**src/rtl/mil1553_tx_arbiter.sv**
```systemverilog
// Two-requester round-robin arbiter feeding a MIL-STD-1553 encoder; zero-latency stream mux while ACTIVE.
// Backpressure: granted tready mirrors m_tready, everyone else held off; enforces an inter-message gap and starvation timeout.
module mil1553_tx_arbiter #(
   parameter int unsigned GAP_CYCLES     = 400,
   parameter int unsigned TIMEOUT_CYCLES = 4000,
   parameter int unsigned MAX_WORDS      = 33
) (
   input  logic        aclk,
   input  logic        rst,
   input  logic [15:0] s0_tdata,
   input  logic [7:0]  s0_tuser,
   input  logic        s0_tvalid,
   input  logic        s0_tlast,
   output logic        s0_tready,
   input  logic [15:0] s1_tdata,
   input  logic [7:0]  s1_tuser,
   input  logic        s1_tvalid,
   input  logic        s1_tlast,
   output logic        s1_tready,
   output logic [15:0] m_tdata,
   output logic [7:0]  m_tuser,
   output logic        m_tvalid,
   output logic        m_tlast,
   input  logic        m_tready,
   output logic [1:0]  grant,
   output logic        busy,
   output logic        abort,
   output logic        overrun
);

   localparam logic [15:0] MAX_LAST = 16'(MAX_WORDS - 1);
   localparam logic [15:0] TO_LIM   = 16'(TIMEOUT_CYCLES);
   localparam logic [15:0] GAP_LAST = 16'(GAP_CYCLES - 1);

   typedef enum logic [1:0] {IDLE, ACTIVE, GAP} state_t;

   state_t      state_q;
   logic [1:0]  grant_q;
   logic        last_q;      // 1 = s1 was served last
   logic [15:0] word_q, to_q, gap_q;
   logic        abort_q, overrun_q;

   logic        active, g_vld, g_last, hs, end_last, end_to;
   logic [15:0] word_d, to_d;

   assign active  = (state_q == ACTIVE);
   assign g_vld   = grant_q[1] ? s1_tvalid : s0_tvalid;
   assign g_last  = grant_q[1] ? s1_tlast  : s0_tlast;
   assign m_tdata = grant_q[1] ? s1_tdata  : s0_tdata;
   assign m_tuser = grant_q[1] ? s1_tuser  : s0_tuser;
   assign m_tvalid = active & g_vld;
   assign m_tlast  = g_last | (word_q == MAX_LAST);
   assign s0_tready = active & grant_q[0] & m_tready;
   assign s1_tready = active & grant_q[1] & m_tready;

   assign hs       = m_tvalid & m_tready;
   assign word_d   = (word_q == 16'hFFFF) ? word_q : word_q + 16'd1;
   assign to_d     = (to_q == 16'hFFFF) ? to_q : to_q + 16'd1;
   assign end_last = hs & m_tlast;
   // Stalls caused only by m_tready keep g_vld high, so they never reach the timeout.
   assign end_to   = active & ~g_vld & (to_d >= TO_LIM);

   assign grant   = grant_q;
   assign busy    = (state_q != IDLE);
   assign abort   = abort_q;
   assign overrun = overrun_q;

   always_ff @(posedge aclk) begin
      if (rst) begin
         state_q   <= IDLE;
         grant_q   <= 2'b00;
         last_q    <= 1'b1;
         word_q    <= '0;
         to_q      <= '0;
         gap_q     <= '0;
         abort_q   <= 1'b0;
         overrun_q <= 1'b0;
      end else begin
         abort_q   <= 1'b0;
         overrun_q <= 1'b0;
         case (state_q)
            IDLE: begin
               word_q <= '0;
               to_q   <= '0;
               if (s0_tvalid || s1_tvalid) begin
                  state_q <= ACTIVE;
                  grant_q <= (s0_tvalid && (!s1_tvalid || last_q)) ? 2'b01 : 2'b10;
               end
            end
            ACTIVE: begin
               if (hs) word_q <= word_d;
               to_q <= g_vld ? '0 : to_d;
               if (end_last || end_to) begin
                  state_q   <= (GAP_CYCLES == 0) ? IDLE : GAP;
                  grant_q   <= 2'b00;
                  last_q    <= grant_q[1];
                  gap_q     <= '0;
                  abort_q   <= end_to;
                  overrun_q <= end_last & ~g_last;
               end
            end
            GAP: begin
               if (gap_q >= GAP_LAST) state_q <= IDLE;
               else                   gap_q   <= gap_q + 16'd1;
            end
            default: state_q <= IDLE;
         endcase
      end
   end

endmodule
```
**config.mk**
```make
export PLATFORM = sky130hd
export DESIGN_NAME = mil1553_tx_arbiter
export DESIGN_NICKNAME = d
export VERILOG_FILES = /design/src/rtl/mil1553_tx_arbiter.sv
export SDC_FILE = /design/constraint.sdc
export NUM_CORES = 1
export LEC_CHECK = 0
export BUFFER_PORTS_ARGS = -buffer_cell sky130_fd_sc_hd__buf_2
export CAP_MARGIN = 20
export CORE_ASPECT_RATIO = 0.75
export CORE_UTILIZATION = 49
export CTS_CLUSTER_DIAMETER = 100
export CTS_CLUSTER_SIZE = 8
export DETAILED_ROUTE_END_ITERATION = 7
export PLACE_DENSITY = 0.86
export SYNTH_ARGS = -nofsm -noshare
export SYNTH_HDL_FRONTEND = slang
export SYNTH_SLANG_ARGS = --single-unit
```
**constraint.sdc**
```tcl
create_clock -name aclk -period 5.2 [get_ports aclk]
set_clock_uncertainty 0.15 [all_clocks]
set_input_delay 1.04 -clock aclk [delete_from_list [all_inputs] [get_ports aclk]]
set_output_delay 1.04 -clock aclk [all_outputs]
set_load 0.05 [all_outputs]
```
# [Word level (Yosys, flattened, before mapping)]
# Index checks and enable logic that the tools add are counted.
[op_classes] add_sub_neg=3 order_cmp=2 eq_ne=11 mux=21 bitwise=15 reduce_logical=15
[op_table] operator="16-bit 2-to-1 mux" count=7
[op_table] operator="16-bit case mux with 2 select lines" count=3
[op_table] operator="16-bit by 1-bit adder with 16-bit output (second input constant)" count=3
[op_table] operator="16-bit == test (second input constant)" count=2
[op_table] operator="16-bit by 6-bit == test with 1-bit output (second input constant)" count=1
[op_table] operator="16-bit by 12-bit greater-or-equal comparator with 1-bit output (second input constant)" count=1
[op_table] operator="16-bit by 9-bit greater-or-equal comparator with 1-bit output (second input constant)" count=1
[op_table] operator="2-bit 2-to-1 mux" count=6
[op_table] operator="3-bit AND reduction" count=4
[op_table] operator="1-bit bitwise AND" count=10
[op_table] operator="8-bit 2-to-1 mux" count=1
[op_table] operator="2-bit != test (second input constant)" count=4
[op_table] operator="2-bit case mux with 3 select lines" count=1
[op_table] operator="2-bit nonzero test" count=3
[op_table] operator="2-bit by 1-bit != test with 1-bit output (second input constant)" count=2
[op_table] operator="1-bit NOT" count=4
[op_table] operator="2-bit case mux with 2 select lines" count=1
[op_table] operator="1-bit logical OR" count=3
[op_table] operator="3-bit OR reduction" count=1
[op_table] operator="2-bit by 1-bit == test with 1-bit output (second input constant)" count=1
[op_table] operator="2-bit == test (second input constant)" count=1
[op_table] operator="2-bit logical NOT" count=1
[op_table] operator="1-bit 2-to-1 mux" count=2
[op_table] operator="2-bit AND reduction" count=1
[op_table] operator="3 further kinds" count=3
[word_totals] ff_bits=55 in_bits=55

# [Depth between registers and ports, before layout]
[depth] ltp_word=7 depth_mapped=10

# [Least setup slack after synthesis]
# OpenSTA, ideal clock, no wires.
[synth_path] path_kind="register to output" start="reg grant_q[1], in the netlist grant[1]" end="out m_tdata[10]" arrival_time_ps=1886 required_time_ps=4010 slack_ps=2124 path_stages_with_launch=4 cell_sequence="dfxtp_1 > clkbuf_1 > clkbuf_1 > mux2_2"
[synth_between] elab_chain_len=1
[synth_rtl] item="from (decl)" line="38" rtl="logic [1:0] grant_q;"
[synth_rtl] item="from (signal assigned)" line="87" rtl="grant_q <= (s0_tvalid && (!s1_tvalid || last_q)) ? 2'b01 : 2'b10;"
[synth_rtl] item="16-bit 2-to-1 mux" line="49" rtl="assign m_tdata = grant_q[1] ? s1_tdata : s0_tdata;"
[synth_rtl] item="to (decl)" line="20" rtl="output logic [15:0] m_tdata,"
# Every way passes these cells.

# [Final worst setup path]
[layout_path] start="reg to_q[0]" end="reg last_q"
[layout_between] elab_chain_len=6 word_cells_on_any_way=7 cone_classes="1 x add/sub; 1 x order compare; 1 x eq/ne; 1 x mux; 1 x bitwise; 2 x reduce/logical"
[layout_rtl] item="from (decl)" line="40" rtl="logic [15:0] word_q, to_q, gap_q;"
[layout_rtl] item="from (signal assigned)" line="92" rtl="to_q <= g_vld ? '0 : to_d;"
[layout_rtl] item="16-bit by 1-bit adder with 16-bit output or 16-bit == test (tied branches)" line="58" rtl="assign to_d = (to_q == 16'hFFFF) ? to_q : to_q + 16'd1;"
[layout_rtl] item="16-bit 2-to-1 mux (*)" line="58"
[layout_rtl] item="16-bit by 12-bit greater-or-equal comparator with 1-bit output (*)" line="61" rtl="assign end_to = active & ~g_vld & (to_d >= TO_LIM);"
[layout_rtl] item="1-bit bitwise AND (*)" line="61"
[layout_rtl] item="1-bit logical OR (*)" line="93" rtl="if (end_last || end_to) begin"
[layout_rtl] item="2-bit AND reduction (no line) (*)"
[layout_rtl] item="to (signal assigned)" line="96" rtl="last_q <= grant_q[1];"
[layout_rtl] item="to (decl)" line="39" rtl="logic last_q;"
# Mark *: on every way between the ends. The rest lies on a longest branch, timed or not.
# A chain may end at the register's enable or synchronous reset.

==> results.sh <==
export IMPL_multi_input_area_sq_mm=0.00200
export IMPL_initial_core_util_pct=51.0
export IMPL_hold_end="gap_q[14]$_SDFFE_PP0P_"
export IMPL_cts_tree="yes"
export IMPL_holdCritStartpoint="gap_q[14]$_SDFFE_PP0P_"
export IMPL_grt_max_degree=35
export IMPL_rrSetupSlack_ps=1750
export IMPL_avgSynthCellArea_sq_um=8.34
export IMPL_fillCellCount=574
export IMPL_fmax_mhz=290
export IMPL_portBuffers=87
export IMPL_register_area_sq_mm=0.00110
export IMPL_clk_latency_ps=320
export IMPL_worstMarginPinSlew_ps=979
export IMPL_grt_pass1_vias=2814
export IMPL_n_antenna_cell=0
export IMPL_async_reset_ff_share_pct=0
export IMPL_worstRegToRegCells=8
export IMPL_ant_nets=0
export IMPL_antenna_found_initial=0
export IMPL_finalSetupViolCount=0
export IMPL_yosys_warnings=0
export IMPL_synth_edf_count=0
export IMPL_areaGrowthSynthToFinish_pct=17.0
export IMPL_final_setup_tns_ps=0
export IMPL_dp_hpwl_mm=6.50
export IMPL_setup_ws_ps=1750
export IMPL_layout_common_cells="buf_2, dfxtp_1, nor2_1, mux2_2, a21oi_1"
export IMPL_numCtsBuffers=5
export IMPL_drc_errors=0
export IMPL_slew_headroom_pct=34.6
export IMPL_grt_pass1_wl_mm=13.3
export IMPL_startpoint_type="flop"
export IMPL_required_ps=5270
export IMPL_ys_ff_latch=55
export IMPL_worstSetupEndpointType="flop"
export IMPL_reg2reg_from="to_q[0]$_SDFFE_PP0P_"
export IMPL_place_area_sq_mm=0.00366
export IMPL_highest_layer="met4"
export IMPL_die_h_um=72.2
export IMPL_synth_nets=445
export IMPL_hold_ws_ps=330
export IMPL_cts_resized=0
export IMPL_rows=25
export IMPL_hold_violations=0
export IMPL_whs_path_depth=1
export IMPL_grtUsageTotal_pct=24.8
export IMPL_drtPass1Iterations=5
export IMPL_final_min_clock_period_ps=3450
export IMPL_dieArea_sq_mm=0.00690
export IMPL_synth_cell_types=54
export IMPL_routabilityCongestion=0.864
export IMPL_synthFlopType="dfxtp_1"
export IMPL_ctsHoldBuffers=0
export IMPL_drv_cap=0
export IMPL_dr_first_iter_drc_count=308
export IMPL_wire_per_inst_um=16.0
export IMPL_wl_met3_um=799
export IMPL_ios=88
export IMPL_period_share_pct=66.3
export IMPL_place_ws_ps=1820
export IMPL_fin_nets=517
export IMPL_core_area_sq_mm=0.00632
export IMPL_netlist_area_sq_mm=0.00322
export IMPL_cp_max_fo=10
export IMPL_wl_mm=8.63
export IMPL_final_area_sq_mm=0.00377
export IMPL_r2r_end="last_q$_SDFFE_PP1P_"
export IMPL_wl_met2_mm=4.05
export IMPL_p_leak_nw=1.48
export IMPL_clk_pin_slew_worst_paths_ps=100
export IMPL_p_per_area_mw_per_mm2=254
export IMPL_netlist_instances=386
export IMPL_route_layer_met1_wl_mm=3.68
export IMPL_cp_arrival_ps=3520
export IMPL_status="complete, no violations"
export IMPL_path_class="reg2reg"
export IMPL_final_common_cell="buf_2"
export IMPL_hp_class="reg2reg"
export IMPL_rsz0062_at_grt="no"
export IMPL_final_layout_size_suffix_gt1_share_pct=29.3
export IMPL_fp_dieW_um=95.6
export IMPL_post_cts_buffers=0
export IMPL_grt_overflow=0
export IMPL_via_per_inst=6.13
export IMPL_cts_sinks=55
export IMPL_yosysSeqAreaShare_pct=34.2
export IMPL_clockBufferDepth=2
export IMPL_ir_worst_vdd_v=0.000131
export IMPL_drv_slew=0
export IMPL_vias=3302
export IMPL_root_buffer="clkbuf_8"
export IMPL_h_tree_depth=2
==> per-layer routing <==
layer  track usage, %  vias up
met2             40.9      185
met5                0        -
met1             33.5     1532
met3             4.61       16
li1                 -     1569
met4             6.14        0
==> power breakdown <==
part | total (mW) | internal, mW | switching, mW | leakage (nW)
Sequential | 0.436 | 0.427 | 0.00940 | 0.444
Clock | 0.283 | 0.141 | 0.142 | 0.0502
Combinational | 0.239 | 0.0736 | 0.165 | 0.981
==> per-stage QoR <==
step / util, % / power (mW) / instances
floorplan: - / 0.625 / 386
global placement: 57.9 / 0.678 / 532
detailed placement: 57.9 / 0.683 / 532
CTS: 59.6 / 0.959 / 539
global route: 59.6 / 0.998 / 539
finish: 59.6 / 0.958 / 539
==> Yosys cell counts, drive strengths merged, types with 5 or more instances <==
cell type	instances	area (sq um)
nand3	23	120
nor3b	5	37.5
nor3	15	86.3
xnor2	7	61.3
and3	6	37.5
inv	5	18.8
mux2	26	293
o21ai	23	115
and2	6	37.5
xor2	6	52.6
a31oi	6	37.5
clkbuf	19	71.3
nand4	10	68.8
a21o	10	75.1
nor4	6	43.8
or3	8	50.1
nand2b	6	37.5
or4	5	41.3
dfxtp	55	1100
a21oi	25	125
o31ai	6	45.0
nand2	23	86.3
nor2	33	124
==> worst max-delay path, cell delays in order, from the launching register on <==
cell     delay [ps]
dfxtp_1         520
ha_1            330
nand4_1         350
nor3_1          260
mux2_2          370
or4_4           510
a22oi_2         320
nand2_1         200
a211o_1         340
==> cell type report <==
class,instances,area share (%)
sequential,55,29.2
tap,81,2.69
clock buffer,5,1.83
timing repair buffer,88,11.8
clock inverter,2,0.996
multi-input combinational,303,53.0
inverter,5,0.498
==> cells by family (layout without fill, tap and decap cells) <==
kind of cell | count (synthesis) | after routing | synth area share (%)
xor gates and xnor gates | 13 | 13 | 3.54
adders and majority gates | 4 | 4 | 1.55
and+or+nand+nor | 170 | 170 | 29.8
buffers and inverters | 28 | 100 | 3.81
DFF | 55 | 55 | 34.2
muxes | 28 | 28 | 9.71
AOI/OAI and AO/OA | 88 | 88 | 17.4
==> state kept, by name, indices dropped and copies added, names as in the netlist <==
name and flops:
abort 1, gap_q 16, grant 2, last_q 1, overrun 1, state_q 2, to_q 16, word_q 16
==> worst max path at each step <==
stage	startpoint	end	slack [ps]	depth (start not counted)
3_5_place_dp	to_q[0]$_SDFFE_PP0P_	gap_q[10]$_SDFFE_PP0P_	1820	8
5_1_grt	to_q[0]$_SDFFE_PP0P_	gap_q[15]$_SDFFE_PP0P_	1520	8
3_3_place_gp	to_q[0]$_SDFFE_PP0P_	gap_q[14]$_SDFFE_PP0P_	1970	8
6_report	to_q[0]$_SDFFE_PP0P_	last_q$_SDFFE_PP1P_	1750	8
4_1_cts	to_q[0]$_SDFFE_PP0P_	gap_q[15]$_SDFFE_PP0P_	1790	8
2_1_floorplan	grant[1]$_SDFFE_PP0P_	m_tdata[10]	2120	3
Note: power is estimated with default switching activity, not from simulation.
